[config.mk]
export PLATFORM = sky130hd
export DESIGN_NAME = inst_decode_queue
export DESIGN_NICKNAME = d
export VERILOG_FILES = /design/src/rtl/inst_decode_queue.sv
export SDC_FILE = /design/constraint.sdc
export NUM_CORES = 1
export LEC_CHECK = 0
export BUFFER_PORTS_ARGS = -buffer_cell sky130_fd_sc_hd__buf_2
export CAP_MARGIN = 10
export CORE_ASPECT_RATIO = 1.2
export CORE_UTILIZATION = 43
export DETAILED_ROUTE_END_ITERATION = 8
export GPL_TIMING_DRIVEN = 0
export PLACE_DENSITY = 0.72
export SLEW_MARGIN = 25
export SYNTH_ARGS = -nofsm -noshare
export SYNTH_HDL_FRONTEND = slang
export SYNTH_SLANG_ARGS = --single-unit
[constraint.sdc]
create_clock -name clk -period 3.74 [get_ports clk]
set_input_delay 0.187 -clock clk [delete_from_list [all_inputs] [get_ports clk]]
set_output_delay 0.187 -clock clk [all_outputs]
set_load 0.1 [all_outputs]
[src/rtl/inst_decode_queue.sv]
// rtl/inst_decode_queue.sv - IF->ID instruction queue with head-entry field decode
// Buffers {instruction, PC} pairs in a DEPTH-entry FIFO and decodes the oldest entry.

module inst_decode_queue #(
    parameter int DEPTH = 2,
    parameter int PC_W  = 32,
    parameter int IMM_W = 32,
    localparam int CNT_W = $clog2(DEPTH) + 1
) (
    input  logic              clk,
    input  logic              rst,
    input  logic              flush,
    input  logic              in_valid,
    output logic              in_ready,
    input  logic [31:0]       in_inst,
    input  logic [PC_W-1:0]   in_pc,
    input  logic              out_ready,
    output logic              out_valid,
    output logic [PC_W-1:0]   out_pc,
    output logic [5:0]        opcode,
    output logic [4:0]        rs,
    output logic [4:0]        rt,
    output logic [4:0]        rd,
    output logic [4:0]        shamt,
    output logic [5:0]        funct,
    output logic [15:0]       imm,
    output logic [IMM_W-1:0]  imm_sext,
    output logic [IMM_W-1:0]  imm_zext,
    output logic [25:0]       instr_index,
    output logic [PC_W-1:0]   jump_target,
    output logic [CNT_W-1:0]  count
);

    localparam int PTR_W = $clog2(DEPTH);
    // Keeps only the region bits of pc4; the low 28 come from instr_index.
    localparam logic [PC_W-1:0] REGION_MASK = ~PC_W'(28'hFFF_FFFF);

    logic [31:0]      inst_mem [DEPTH];
    logic [PC_W-1:0]  pc_mem   [DEPTH];
    logic [PTR_W-1:0] wr_ptr;
    logic [PTR_W-1:0] rd_ptr;
    logic [CNT_W-1:0] count_q;
    logic             push;
    logic             pop;
    logic [31:0]      head_inst;
    logic [PC_W-1:0]  head_pc;
    logic [PC_W-1:0]  pc4;

    // Flow control depends only on registered occupancy, never on out_ready.
    assign in_ready  = (count_q < CNT_W'(DEPTH));
    assign out_valid = (count_q != '0);
    assign push      = in_valid & in_ready & ~flush;
    assign pop       = out_valid & out_ready;
    assign count     = count_q;

    always_ff @(posedge clk) begin
        if (push) begin
            inst_mem[wr_ptr] <= in_inst;
            pc_mem[wr_ptr]   <= in_pc;
        end
    end

    always_ff @(posedge clk) begin
        if (rst) begin
            wr_ptr  <= '0;
            rd_ptr  <= '0;
            count_q <= '0;
        end else if (flush) begin
            wr_ptr  <= '0;
            rd_ptr  <= '0;
            count_q <= '0;
        end else begin
            if (push) begin
                wr_ptr <= wr_ptr + PTR_W'(1);
            end
            if (pop) begin
                rd_ptr <= rd_ptr + PTR_W'(1);
            end
            case ({push, pop})
                2'b10:   count_q <= count_q + CNT_W'(1);
                2'b01:   count_q <= count_q - CNT_W'(1);
                default: count_q <= count_q;
            endcase
        end
    end

    // An empty queue presents an all-zero bubble so ID sees a NOP.
    always_comb begin
        head_inst = '0;
        head_pc   = '0;
        if (out_valid) begin
            head_inst = inst_mem[rd_ptr];
            head_pc   = pc_mem[rd_ptr];
        end
    end

    assign pc4         = head_pc + PC_W'(4);
    assign out_pc      = head_pc;
    assign opcode      = head_inst[31:26];
    assign rs          = head_inst[25:21];
    assign rt          = head_inst[20:16];
    assign rd          = head_inst[15:11];
    assign shamt       = head_inst[10:6];
    assign funct       = head_inst[5:0];
    assign imm         = head_inst[15:0];
    assign instr_index = head_inst[25:0];
    assign imm_sext    = IMM_W'(signed'(head_inst[15:0]));
    assign imm_zext    = IMM_W'(head_inst[15:0]);

    always_comb begin
        jump_target = '0;
        if (out_valid) begin
            jump_target = (pc4 & REGION_MASK) | PC_W'({head_inst[25:0], 2'b00});
        end
    end

endmodule

==> flow_summary.rst, run 1 <==
.. list-table::
   :header-rows: 1

   * - Metric
     - Value
   * - Data required time at the worst endpoint
     - 3550 ps
   * - Synth unique cells
     - 25
   * - Flop and latch count out of synthesis
     - 133
   * - Width of the die
     - 113 um
   * - Endpoints failing setup
     - 0
   * - Synth Area per Inst
     - 13.4 um^2
   * - Leading register cell type out of synthesis
     - sky130_fd_sc_hd__edfxtp_1
   * - Origin of the critical flop-to-flop path
     - count[1]
   * - Initial antenna violation count
     - 0
   * - Leading post-synthesis cells by instance count
     - 134 x sky130_fd_sc_hd__buf_4, 128 x sky130_fd_sc_hd__edfxtp_1, 68 x sky130_fd_sc_hd__nor2_1
   * - Pins Over Slew Limit
     - 0
   * - Floorplan row count
     - 48
   * - Largest net degree at the start of global routing
     - 46
   * - TritonCTS clock tree
     - done
   * - Sequential cell area
     - 3940 um^2
   * - Power per cell area
     - 463 nW/um^2
   * - Final-layout fill cell count
     - 1115
   * - Status
     - completed
   * - Synthesized netlist cell count
     - 471
   * - I/O pin total
     - 275
   * - Netlist area before placement
     - 6310 um^2
   * - Part of the Yosys area used for sequential elements
     - 62.5%
   * - GR Util All Layers
     - 20.5%
   * - Largest stage delay, worst path
     - 590 ps
   * - Crit-path max FO
     - 10
   * - Remaining antenna violation count
     - 0
   * - Transition time at the pin with the least slew margin
     - 748 ps
   * - Worst Path Arrival
     - 3200 ps
   * - Drt initial violations
     - 184
   * - Quantity of I/O buffers inserted on ports
     - 256
   * - Clock transition at the registers of the reported paths
     - 60 ps
   * - Critical path, cell by cell
     - nor2_1, clkbuf_1, clkbuf_1, buf_1, nor2_2, buf_4, buf_2
   * - Number of enable flip-flop cells after synthesis
     - 128
   * - Setup repair after global routing missed its margin
     - false
   * - Non-filler cells in the finished layout
     - 1019
   * - Wire length of the first global-routing pass
     - 23.3 mm
   * - Area contributors post-synth
     - sky130_fd_sc_hd__edfxtp_1 61%, sky130_fd_sc_hd__buf_4 16%, sky130_fd_sc_hd__mux2i_1 10%
   * - Routability congestion estimate from global placement
     - 0.767
   * - Fmax
     - 295 MHz
   * - Overall Power
     - 4.31 mW
   * - Number of max-cap violations
     - 0
   * - Number of sinks on the clock net
     - 133
   * - Dominant cell type by area after synthesis
     - sky130_fd_sc_hd__edfxtp_1
   * - Die height
     - 135 um
   * - Area overhead of the layout relative to synthesis
     - 47.7%
   * - Initial cell density of the core
     - 43.9%
   * - Number of endpoints with negative hold slack in the final report
     - 0
   * - Wirelength per Cell
     - 15.0 um
   * - Detailed-route DRC error count
     - 0
   * - Core Region
     - 14400 um^2
   * - Top cell type's share of synthesized area
     - 60.9%
   * - Final critical-path required period
     - 3390 ps
   * - Synth Warn #
     - 0
   * - Routed wire length
     - 15.3 mm
   * - Share of layout cells above drive strength 1
     - 54.6%
   * - Leftover overflow at the end of global routing
     - 0
   * - Clock latency on the worst-skew pair
     - 410 ps
   * - Final worst path period share
     - 90.5%
   * - Detail-routed via count per cell
     - 4.57
   * - Peak ir drop on the vdd network
     - 0.000303 V
   * - Leakage power
     - 4.26 nW
   * - Vias in the first global route
     - 4687
   * - Start point of the worst hold path
     - flush
   * - Ys async rst share
     - 0%
   * - Post-DP HPWL
     - 10.7 mm
   * - Number of clock buffers inserted by TritonCTS
     - 17
   * - Final worst slack
     - 354 ps
   * - Worst path most repeated cell
     - sky130_fd_sc_hd__clkbuf_1
   * - Count of vias placed by the detailed router
     - 4655
   * - Min-Delay Path Class
     - in -> reg
   * - Startpoint-to-endpoint class of the critical path
     - reg -> out
   * - Worst setup skew after layout
     - 10.5 ps
   * - Antenna diodes
     - 0
   * - Maximum root-to-sink buffer count
     - 2
   * - Cell at the root of the clock tree
     - sky130_fd_sc_hd__clkbuf_16
   * - Endpoint kind of the worst setup timing path
     - primary output
   * - Die area
     - 15200 um^2
   * - Length of the first detailed-routing pass in iterations
     - 5
   * - Startpoint class of the critical path
     - flop
   * - Worst-case headroom to the max-slew limit
     - 50.0%
   * - Critical-path cell with the highest stage delay
     - sky130_fd_sc_hd__buf_1
   * - Most used standard cell by instance count after synthesis
     - sky130_fd_sc_hd__buf_4
   * - Area of the multi-input gates
     - 1420 um^2
   * - Post-Place Cells
     - 922
   * - H-tree depth
     - 4
   * - Worst hold margin
     - 27.6 ps
   * - Flop-to-flop setup slack
     - 1550 ps
   * - Worst setup startpoint
     - count[1]
   * - Post-layout net count
     - 901
   * - Worst Setup Slack post-DPL
     - 546 ps
[where the power goes]
group	switching, mW	leakage (nW)	internal [mW]
registers	0.0112	1.22	1.68
clock network	0.633	0.295	0.998
logic	0.772	2.75	0.219
[metal layers]
layer / vias to the layer above / global-route usage, % / part of all wire, %
met4: 0 / 8.96 / 2.1
met2: 243 / 38.4 / 54
met3: 25 / 5.43 / 7.4
met1: 2153 / 21.3 / 36
li1: 2234 / - / -
met5: - / 0 / 0
[final cells by class]
cell class | count | area share, %
Clock inverter | 10 | 0.913
Multi-Input combinational cell | 201 | 15.2
Tap cell | 175 | 2.35
Buffer | 150 | 12.0
Timing Repair Buffer | 324 | 21.5
Inverter | 4 | 0.161
Sequential cell | 133 | 42.3
Clock buffer | 22 | 5.56
[flip-flops by register name, indices dropped and copies added (netlist names), named ones only]
register	count
inst_mem	64
wr_ptr	1
count	2
pc_mem	64
rd_ptr	1
[per-stage QoR]
step | cell area, um^2 | TNS, ps | util, %
floorplan | 6490 | -20080 | -
CTS | 9320 | 0 | 64.9
detailed placement | 8060 | 0 | 56.2
finish | 9320 | 0 | 64.9
global placement | 7990 | 0 | 55.6
global route | 9320 | 0 | 64.9
[final timing paths]
| path | to | depth (start not counted) |
|---|---|---|
| max | rt[4] | 7 |
| min | count[0] | 2 |
| max reg2reg | count[1] | 8 |
| min reg2reg | rd_ptr | 2 |
[layout by cell type, fill, tap and decap left out, drive strengths merged]
master	count
dlygate4sd3	65
and3	1
nand2	1
xnor2	4
inv	7
and2	2
mux2i	64
nand3	1
nand4	8
edfxtp	128
nor3	24
conb	18
nor2	68
ha	1
clkinv	6
xor2	4
dfxtp	5
mux2	1
clkbuf	29
clkinvlp	1
buf	402
nor4	4
[critical path: cells and delay by family, from the launching register on]
kind / cells / cell delay (ps)
buffers and inverters: 5 / 2050
flip-flops: 1 / 340
AND/OR/NAND/NOR: 2 / 390
[kinds of logic (layout without fill, tap and decap cells)]
| group | Yosys count | count (layout) | share of synthesized area (%) |
|---|---|---|---|
| other cells | 1 | 18 | 0.0595 |
| xor+xnor | 8 | 8 | 1.11 |
| simple gates | 109 | 109 | 7.88 |
| buf+inv | 154 | 510 | 17.9 |
| mux | 65 | 65 | 10.3 |
| flops | 133 | 133 | 62.5 |
| fa+ha+maj | 1 | 1 | 0.198 |
[repair_timing]
| item | in CTS | in global routing |
|---|---|---|
| endpoints found under the hold margin | 133 | 0 |
| resized for setup | 0 | 2 |
| setup endpoints to repair | 0 | 21 |
| hold buffers | 65 | 0 |
| buffers inserted | 0 | 0 |
No activity file was read; power rests on OpenSTA's default activity.
==> run 2, diff against run 1 <==
--- a/config.mk
+++ b/config.mk
@@ -11,7 +11,7 @@
 export CORE_UTILIZATION = 43
 export DETAILED_ROUTE_END_ITERATION = 8
 export GPL_TIMING_DRIVEN = 0
-export PLACE_DENSITY = 0.72
+export PLACE_DENSITY_LB_ADDON = 0.3
 export SLEW_MARGIN = 25
 export SYNTH_ARGS = -nofsm -noshare
 export SYNTH_HDL_FRONTEND = slang
==> run 2 against run 1 <==
  * First-iteration DRC count up 18%
  * Register-to-register slack got worse by 220 ps
  * Via count barely moved
  * Global-route usage increased by 0.82 points
  * Clock skew down 4.1 ps
  * Critical path type unchanged
  * Largest cell class unchanged
  * Largest power group unchanged
  * Highest routed layer unchanged
==> flow_summary.rst, run 2 (synthesis results as in run 1) <==
.. list-table::
   :header-rows: 1

   * - Metric
     - Value
   * - Status
     - completed
   * - Endpoints failing setup
     - 0 (unchanged)
   * - Number of max-cap violations
     - 0 (unchanged)
   * - Worst-case headroom to the max-slew limit
     - 50.3% (+0.25 points)
   * - Fmax
     - 287 MHz (-2.9%)
   * - Internal Power
     - 2.83 mW (-2.4%)
   * - Clock transition at the registers of the reported paths
     - 60 ps (about the same)
   * - I/O pin total
     - 275 (unchanged)
   * - Clock latency on the worst-skew pair
     - 410 ps (about the same)
   * - Routed wire length
     - 15.8 mm (+3.4%)
   * - Area overhead of the layout relative to synthesis
     - 47.0%
   * - Min-Delay Path Class
     - in -> reg
   * - Remaining antenna violation count
     - 0 (unchanged)
   * - Cell at the root of the clock tree
     - sky130_fd_sc_hd__clkbuf_16
   * - Share of total power consumed by net switching
     - 33.4% (+0.60 points)
   * - Non-filler cells in the finished layout
     - 1019 (unchanged)
   * - P_sw
     - 1.42 mW (+0.30%)
   * - Number of endpoints with negative hold slack in the final report
     - 0 (unchanged)
   * - Maximum root-to-sink buffer count
     - 2 (unchanged)
   * - Wirelength per Cell
     - 15.5 um (+3.4%)
   * - Post-DP HPWL
     - 11.0 mm (+3.0%)
   * - GR Util All Layers
     - 21.3% (+0.82 points)
   * - Leftover overflow at the end of global routing
     - 0 (unchanged)
   * - H-tree depth
     - 4 (unchanged)
   * - Power per cell area
     - 458 nW/um^2 (-0.99%)
   * - Routability congestion estimate from global placement
     - 0.743 (-3.1%)
   * - Post-Place Cells
     - 922 (unchanged)
   * - Endpoint of the worst register-to-register path
     - count[1]
   * - Worst hold margin
     - 15.4 ps (-12.2 ps)
   * - Worst Path Arrival
     - 3300 ps (+100 ps)
   * - Leakage power
     - 4.23 nW (-0.71%)
   * - Drt initial violations
     - 218 (+18%)
   * - Share of layout cells above drive strength 1
     - 54.7% (+0.12 points)
   * - TritonCTS clock tree
     - done
   * - Initial cell density of the core
     - 43.9% (unchanged)
   * - Overall Power
     - 4.25 mW (-1.5%)
   * - Floorplan row count
     - 48 (unchanged)
   * - Wire length of the first global-routing pass
     - 24.2 mm (+3.7%)
   * - Length of the first detailed-routing pass in iterations
     - 4 (-1)
   * - Peak ir drop on the vdd network
     - 0.000364 V (+20%)
   * - Core Region
     - 14400 um^2 (unchanged)
   * - Startpoint-to-endpoint class of the critical path
     - reg -> out
   * - Final worst path period share
     - 93.2% (+2.7 points)
   * - Final-layout fill cell count
     - 1089 (-2.3%)
   * - Setup Buffers After CTS
     - 0 (unchanged)
   * - Commonest cells after routing, fill and taps aside
     - 260 x sky130_fd_sc_hd__buf_2, 134 x sky130_fd_sc_hd__buf_4, 128 x sky130_fd_sc_hd__edfxtp_1, 65 x sky130_fd_sc_hd__dlygate4sd3_1, 64 x sky130_fd_sc_hd__mux2i_1
   * - Post-layout net count
     - 901 (unchanged)
   * - Startpoint class of the critical path
     - flop
   * - Origin of the critical flop-to-flop path
     - count[1]
   * - Combinational share of power
     - 23.3% (+0.3 points)
   * - Number of clock buffers inserted by TritonCTS
     - 17 (unchanged)
   * - Crit-path max FO
     - 10 (unchanged)
   * - Data required time at the worst endpoint
     - 3550 ps (about the same)
   * - Detail-routed via count per cell
     - 4.57 (about the same)
   * - Count of vias placed by the detailed router
     - 4658 (+0.064%)
   * - Most common library cell in the layout ignoring fill and taps
     - sky130_fd_sc_hd__buf_2
   * - Endpoint kind of the worst setup timing path
     - primary output
   * - Antenna diodes
     - 0 (unchanged)
   * - Die area
     - 15200 um^2 (unchanged)
   * - Final critical-path required period
     - 3490 ps (+100 ps)
   * - Number of sinks on the clock net
     - 133 (unchanged)
   * - Endpoint of the most critical setup path
     - shamt[4]
   * - Quantity of I/O buffers inserted on ports
     - 256 (unchanged)
   * - Detailed-route DRC error count
     - 0 (unchanged)
   * - Worst setup skew after layout
     - 6.45 ps (-4.09 ps)
   * - Share of power burned in registers
     - 39.8% (+0.6 points)
   * - Setup repair after global routing missed its margin
     - false
   * - Worst reg2reg path depth
     - 8 (unchanged)
   * - Pins Over Slew Limit
     - 0 (unchanged)
   * - Die height
     - 135 um (unchanged)
   * - Flop-to-flop setup slack
     - 1330 ps (-220 ps)
   * - Clk network pwr share
     - 36.9% (-0.9 points)
   * - Width of the die
     - 113 um (unchanged)
   * - Worst setup startpoint
     - count[1]
   * - Vias in the first global route
     - 4752 (+1.4%)
   * - Largest net degree at the start of global routing
     - 36 (-22%)
   * - Initial antenna violation count
     - 0 (unchanged)
   * - Transition time at the pin with the least slew margin
     - 745 ps (-3.81 ps)
==> run 2: changes by cell type in the layout (fill, tap and decap cells not counted) <==
cell,before,now
sky130_fd_sc_hd__buf_12,2,4
sky130_fd_sc_hd__clkinvlp_4,1,4
sky130_fd_sc_hd__buf_16,2,0
sky130_fd_sc_hd__inv_6,2,4
sky130_fd_sc_hd__clkbuf_8,1,2
sky130_fd_sc_hd__clkinv_4,5,2
sky130_fd_sc_hd__inv_8,1,0
sky130_fd_sc_hd__clkbuf_16,20,18
sky130_fd_sc_hd__clkinv_2,1,2
sky130_fd_sc_hd__clkbuf_1,7,6
==> run 2: through the flow <==
| step | setup WS (ps) | instance area, um^2 | TNS [ps] | utilization [%] |
|---|---|---|---|---|
| after detailed placement | 473 | 8050 | 0 | 56.1 |
| after global routing | 59.0 | 9270 | 0 | 64.6 |
| after CTS | 18.9 | 9270 | 0 | 64.6 |
| after floorplan | -275 | 6490 | -20080 | - |
| final | 254 | 9270 | 0 | 64.6 |
| after global placement | 402 | 7990 | 0 | 55.6 |
==> run 2: critical path: stages, from the launching register on <==
cell and delay, ps:
sky130_fd_sc_hd__dfxtp_1 350, sky130_fd_sc_hd__nor2_1 330, sky130_fd_sc_hd__clkbuf_1 560, sky130_fd_sc_hd__clkbuf_2 410, sky130_fd_sc_hd__clkbuf_1 440, sky130_fd_sc_hd__nor2_1 310, sky130_fd_sc_hd__buf_4 210, sky130_fd_sc_hd__buf_2 280
==> run 2: power by group through the flow <==
stage	Clock (mW)	Combinational [mW]	Sequential [mW]
final	1.57	0.991	1.69
after global routing	1.66	1.03	1.69
after CTS	1.60	0.992	1.69
after detailed placement	0	0.936	1.72
after global placement	0	0.920	1.72
after floorplan	0	0.781	1.72
==> run 2: area by class of cell <==
class,instances,area [um^2],area share (%)
Buffer,150,1110,12.0
Clock buffer,20,478,5.16
Inverter,4,15.0,0.162
Multi-Input combinational cell,201,1420,15.3
Clock inverter,12,92.6,0.999
Sequential cell,133,3940,42.5
Tap cell,175,219,2.36
Timing Repair Buffer,324,1990,21.5
==> run 2: worst min-delay path by stage <==
stage,from,end,cells after the start
2_1_floorplan,rst,wr_ptr,1
3_3_place_gp,in_pc[3],pc_mem[0][3],1
3_5_place_dp,in_pc[13],pc_mem[1][13],1
4_1_cts,flush,wr_ptr,2
5_1_grt,flush,count[0],2
6_report,flush,wr_ptr,2
==> run 2: routing by layer <==
| metal | up-vias | GRT usage, % | routed length, um |
|---|---|---|---|
| li1 | 2239 | - | - |
| met1 | 2178 | 22.7 | 5990 |
| met2 | 222 | 40.3 | 8560 |
| met3 | 19 | 5.57 | 1040 |
| met4 | 0 | 7.41 | 231 |
| met5 | - | 0 | 0 |
==> run 2: repair_timing <==
item,CTS,global route
endpoints found under the setup margin,0,112
hold endpoints to repair,133,0
gates resized for setup,0,2
hold buffers,65,0
==> run 3, diff against run 2 <==
--- a/config.mk
+++ b/config.mk
@@ -8,6 +8,7 @@
 export BUFFER_PORTS_ARGS = -buffer_cell sky130_fd_sc_hd__buf_2
 export CAP_MARGIN = 10
 export CORE_ASPECT_RATIO = 1.2
+export CORE_MARGIN = 4
 export CORE_UTILIZATION = 43
 export DETAILED_ROUTE_END_ITERATION = 8
 export GPL_TIMING_DRIVEN = 0
==> run 3 against run 2 <==
  * Total power down 0.76%
  * Sequential power barely moved
  * Count of clock-buffer cells in the layout decreased by 1
  * Design area fell by 0.12%
  * Core utilization is 0.35 points lower
  * Critical endpoint is now jump_target[22]
  * Highest routed layer unchanged
  * Critical path depth unchanged
  * Worst setup slack better by 67 ps
  * Die area rose by 10%
==> flow_summary.rst, run 3 (synthesis results as in run 1) <==
.. list-table::
   :header-rows: 1

   * - Metric
     - Value
   * - Leakage power
     - 4.24 nW (+0.13%)
   * - Pins Over Slew Limit
     - 0 (unchanged)
   * - Category of cells accounting for the largest share of critical-path delay
     - buffers and inverters
   * - Leftover overflow at the end of global routing
     - 0 (unchanged)
   * - CP Depth
     - 7 (unchanged)
   * - Clock transition at the registers of the reported paths
     - 60 ps (about the same)
   * - Startpoint class of the critical path
     - flop
   * - Min-Delay Path Class
     - in -> reg
   * - Number of clock buffers inserted by TritonCTS
     - 17 (unchanged)
   * - Status
     - completed
   * - Commonest cells after routing, fill and taps aside
     - 260 x sky130_fd_sc_hd__buf_2, 134 x sky130_fd_sc_hd__buf_4, 128 x sky130_fd_sc_hd__edfxtp_1, 65 x sky130_fd_sc_hd__dlygate4sd3_1, 64 x sky130_fd_sc_hd__mux2i_1
   * - Worst setup startpoint
     - count[0]
   * - Antenna diodes
     - 0 (unchanged)
   * - Remaining antenna violation count
     - 0 (unchanged)
   * - Origin of the critical flop-to-flop path
     - count[0]
   * - Detailed-route DRC error count
     - 0 (unchanged)
   * - Setup repair after global routing missed its margin
     - false
   * - Sequential cell area
     - 3940 um^2 (unchanged)
   * - Routed wire length
     - 16.3 mm (+3.3%)
   * - Initial antenna violation count
     - 0 (unchanged)
   * - Number of endpoints with negative hold slack in the final report
     - 0 (unchanged)
   * - GR Util All Layers
     - 19.3% (-1.9 points)
   * - Die height
     - 141 um (+4.5%)
   * - Most common library cell in the layout ignoring fill and taps
     - sky130_fd_sc_hd__buf_2
   * - Endpoint kind of the worst setup timing path
     - primary output
   * - Maximum root-to-sink buffer count
     - 2 (unchanged)
   * - Number of sinks on the clock net
     - 133 (unchanged)
   * - Worst setup skew after layout
     - 10.4 ps (+3.91 ps)
   * - Worst-case headroom to the max-slew limit
     - 48.0% (-2.3 points)
   * - Flop-to-flop setup slack
     - 1310 ps (-20 ps)
   * - Area of the multi-input gates
     - 1420 um^2 (unchanged)
   * - Number of max-cap violations
     - 0 (unchanged)
   * - Post-place instance area
     - 8060 um^2 (about the same)
   * - Startpoint-to-endpoint class of the critical path
     - reg -> out
   * - Worst reg2reg path depth
     - 9 (+1)
   * - Endpoint of the worst register-to-register path
     - count[1]
   * - Crit-path max FO
     - 10 (unchanged)
   * - Endpoints failing setup
     - 0 (unchanged)
   * - Transition time at the pin with the least slew margin
     - 777 ps (+32.8 ps)
   * - Drt initial violations
     - 125 (-43%)
   * - Count of vias placed by the detailed router
     - 4720 (+1.3%)
   * - Length of the first detailed-routing pass in iterations
     - 4 (unchanged)
   * - Worst hold margin
     - 20.0 ps (+4.59 ps)
   * - Final worst slack
     - 321 ps (+66.6 ps)
   * - Final worst path period share
     - 91.4% (-1.8 points)
   * - Wirelength per Cell
     - 16.0 um (+3.3%)
   * - Cell at the root of the clock tree
     - sky130_fd_sc_hd__clkbuf_16
   * - Count of buffer and inverter cells on the critical path
     - 5 (unchanged)
   * - Die area
     - 16700 um^2 (+10%)
   * - Post-layout net count
     - 901 (unchanged)
   * - Largest net degree at the start of global routing
     - 38 (+5.6%)
   * - Critical path, cell by cell
     - nor2_1, clkbuf_1, clkbuf_2, buf_1, nor2_2, buf_4, buf_2
   * - Area overhead of the layout relative to synthesis
     - 46.8%
   * - Post-DP HPWL
     - 11.5 mm (+4.2%)
   * - Worst Setup Slack post-DPL
     - 510 ps (+37.0 ps)
   * - Initial cell density of the core
     - 43.8% (-0.18 points)
   * - Critical-path cell with the highest stage delay
     - sky130_fd_sc_hd__buf_1
   * - Core Region
     - 14400 um^2 (+0.42%)
   * - Worst Path Arrival
     - 3230 ps (-70 ps)
   * - Data required time at the worst endpoint
     - 3550 ps (about the same)
   * - Clock latency on the worst-skew pair
     - 410 ps (about the same)
   * - Width of the die
     - 119 um (+5.3%)
   * - Final core occ
     - 64.2% (-0.35 points)
   * - Quantity of I/O buffers inserted on ports
     - 256 (unchanged)
   * - Fmax
     - 292 MHz (+1.9%)
   * - Floorplan row count
     - 48 (unchanged)
   * - Detail-routed via count per cell
     - 4.63 (+1.3%)
   * - Wire length of the first global-routing pass
     - 25.4 mm (+5.1%)
   * - I/O pin total
     - 275 (unchanged)
   * - Largest stage delay, worst path
     - 570 ps (about the same)
   * - TritonCTS clock tree
     - done
   * - Post-route design area
     - 9260 um^2 (-0.12%)
   * - Routability congestion estimate from global placement
     - 0.846 (+14%)
   * - Setup Buffers After CTS
     - 0 (unchanged)
   * - Vias in the first global route
     - 4961 (+4.4%)
   * - Peak ir drop on the vdd network
     - 0.000330 V (-9.4%)
   * - Endpoint of the most critical setup path
     - jump_target[22]
   * - Share of layout cells above drive strength 1
     - 54.6% (-0.12 points)
   * - Final critical-path required period
     - 3420 ps (-66.5 ps)
   * - H-tree depth
     - 4 (unchanged)
   * - Final-layout fill cell count
     - 1098 (+0.83%)
   * - Power per cell area
     - 455 nW/um^2 (-0.64%)
run 3: final cells by class:
| type | instances | area share (%) |
|---|---|---|
| Multi-Input combinational cell | 201 | 15.3 |
| Clock inverter | 13 | 1.05 |
| Buffer | 150 | 12.0 |
| Tap cell | 175 | 2.36 |
| Inverter | 4 | 0.162 |
| Sequential cell | 133 | 42.6 |
| Timing Repair Buffer | 324 | 21.6 |
| Clock buffer | 19 | 4.90 |
run 3: how the worst min path moves through the flow:
stage               slack, ps  startpoint  cells past startpoint             to
CTS                         4       flush                      2         wr_ptr
global route               20       flush                      2         rd_ptr
global placement          370    in_pc[3]                      1   pc_mem[0][3]
floorplan                 260         rst                      1         wr_ptr
finish                     20       flush                      2         wr_ptr
detailed placement        380   in_pc[14]                      1  pc_mem[0][14]
run 3: routing by layer:
metal  up-vias  wire, um  global-route usage [%]
met4         0       389                    7.93
li1       2231         -                       -
met2       246      8810                    37.0
met5         -         0                       0
met1      2212      5720                    19.3
met3        31      1420                    5.86
run 3: metrics by stage:
step,instances,TNS (ps),power [mW]
global route,1019,0,4.34
finish,1019,0,4.22
global placement,919,0,2.64
CTS,1019,0,4.24
floorplan,488,-20080,2.51
detailed placement,922,0,2.66
run 3: timing repair:
item / 4_1_cts / 5_1_grt
gates resized for setup: 0 / 2
endpoints found under the setup margin: 0 / 116
hold buffers: 65 / 0
endpoints found under the hold margin: 131 / 0
run 3: power by group:
group	total, mW	leakage, nW	internal [mW]	switching, mW
Sequential	1.69	1.22	1.68	0.0109
Combinational	0.995	2.75	0.219	0.776
Clock	1.53	0.273	0.893	0.638
Total	4.22	4.24	2.79	1.42
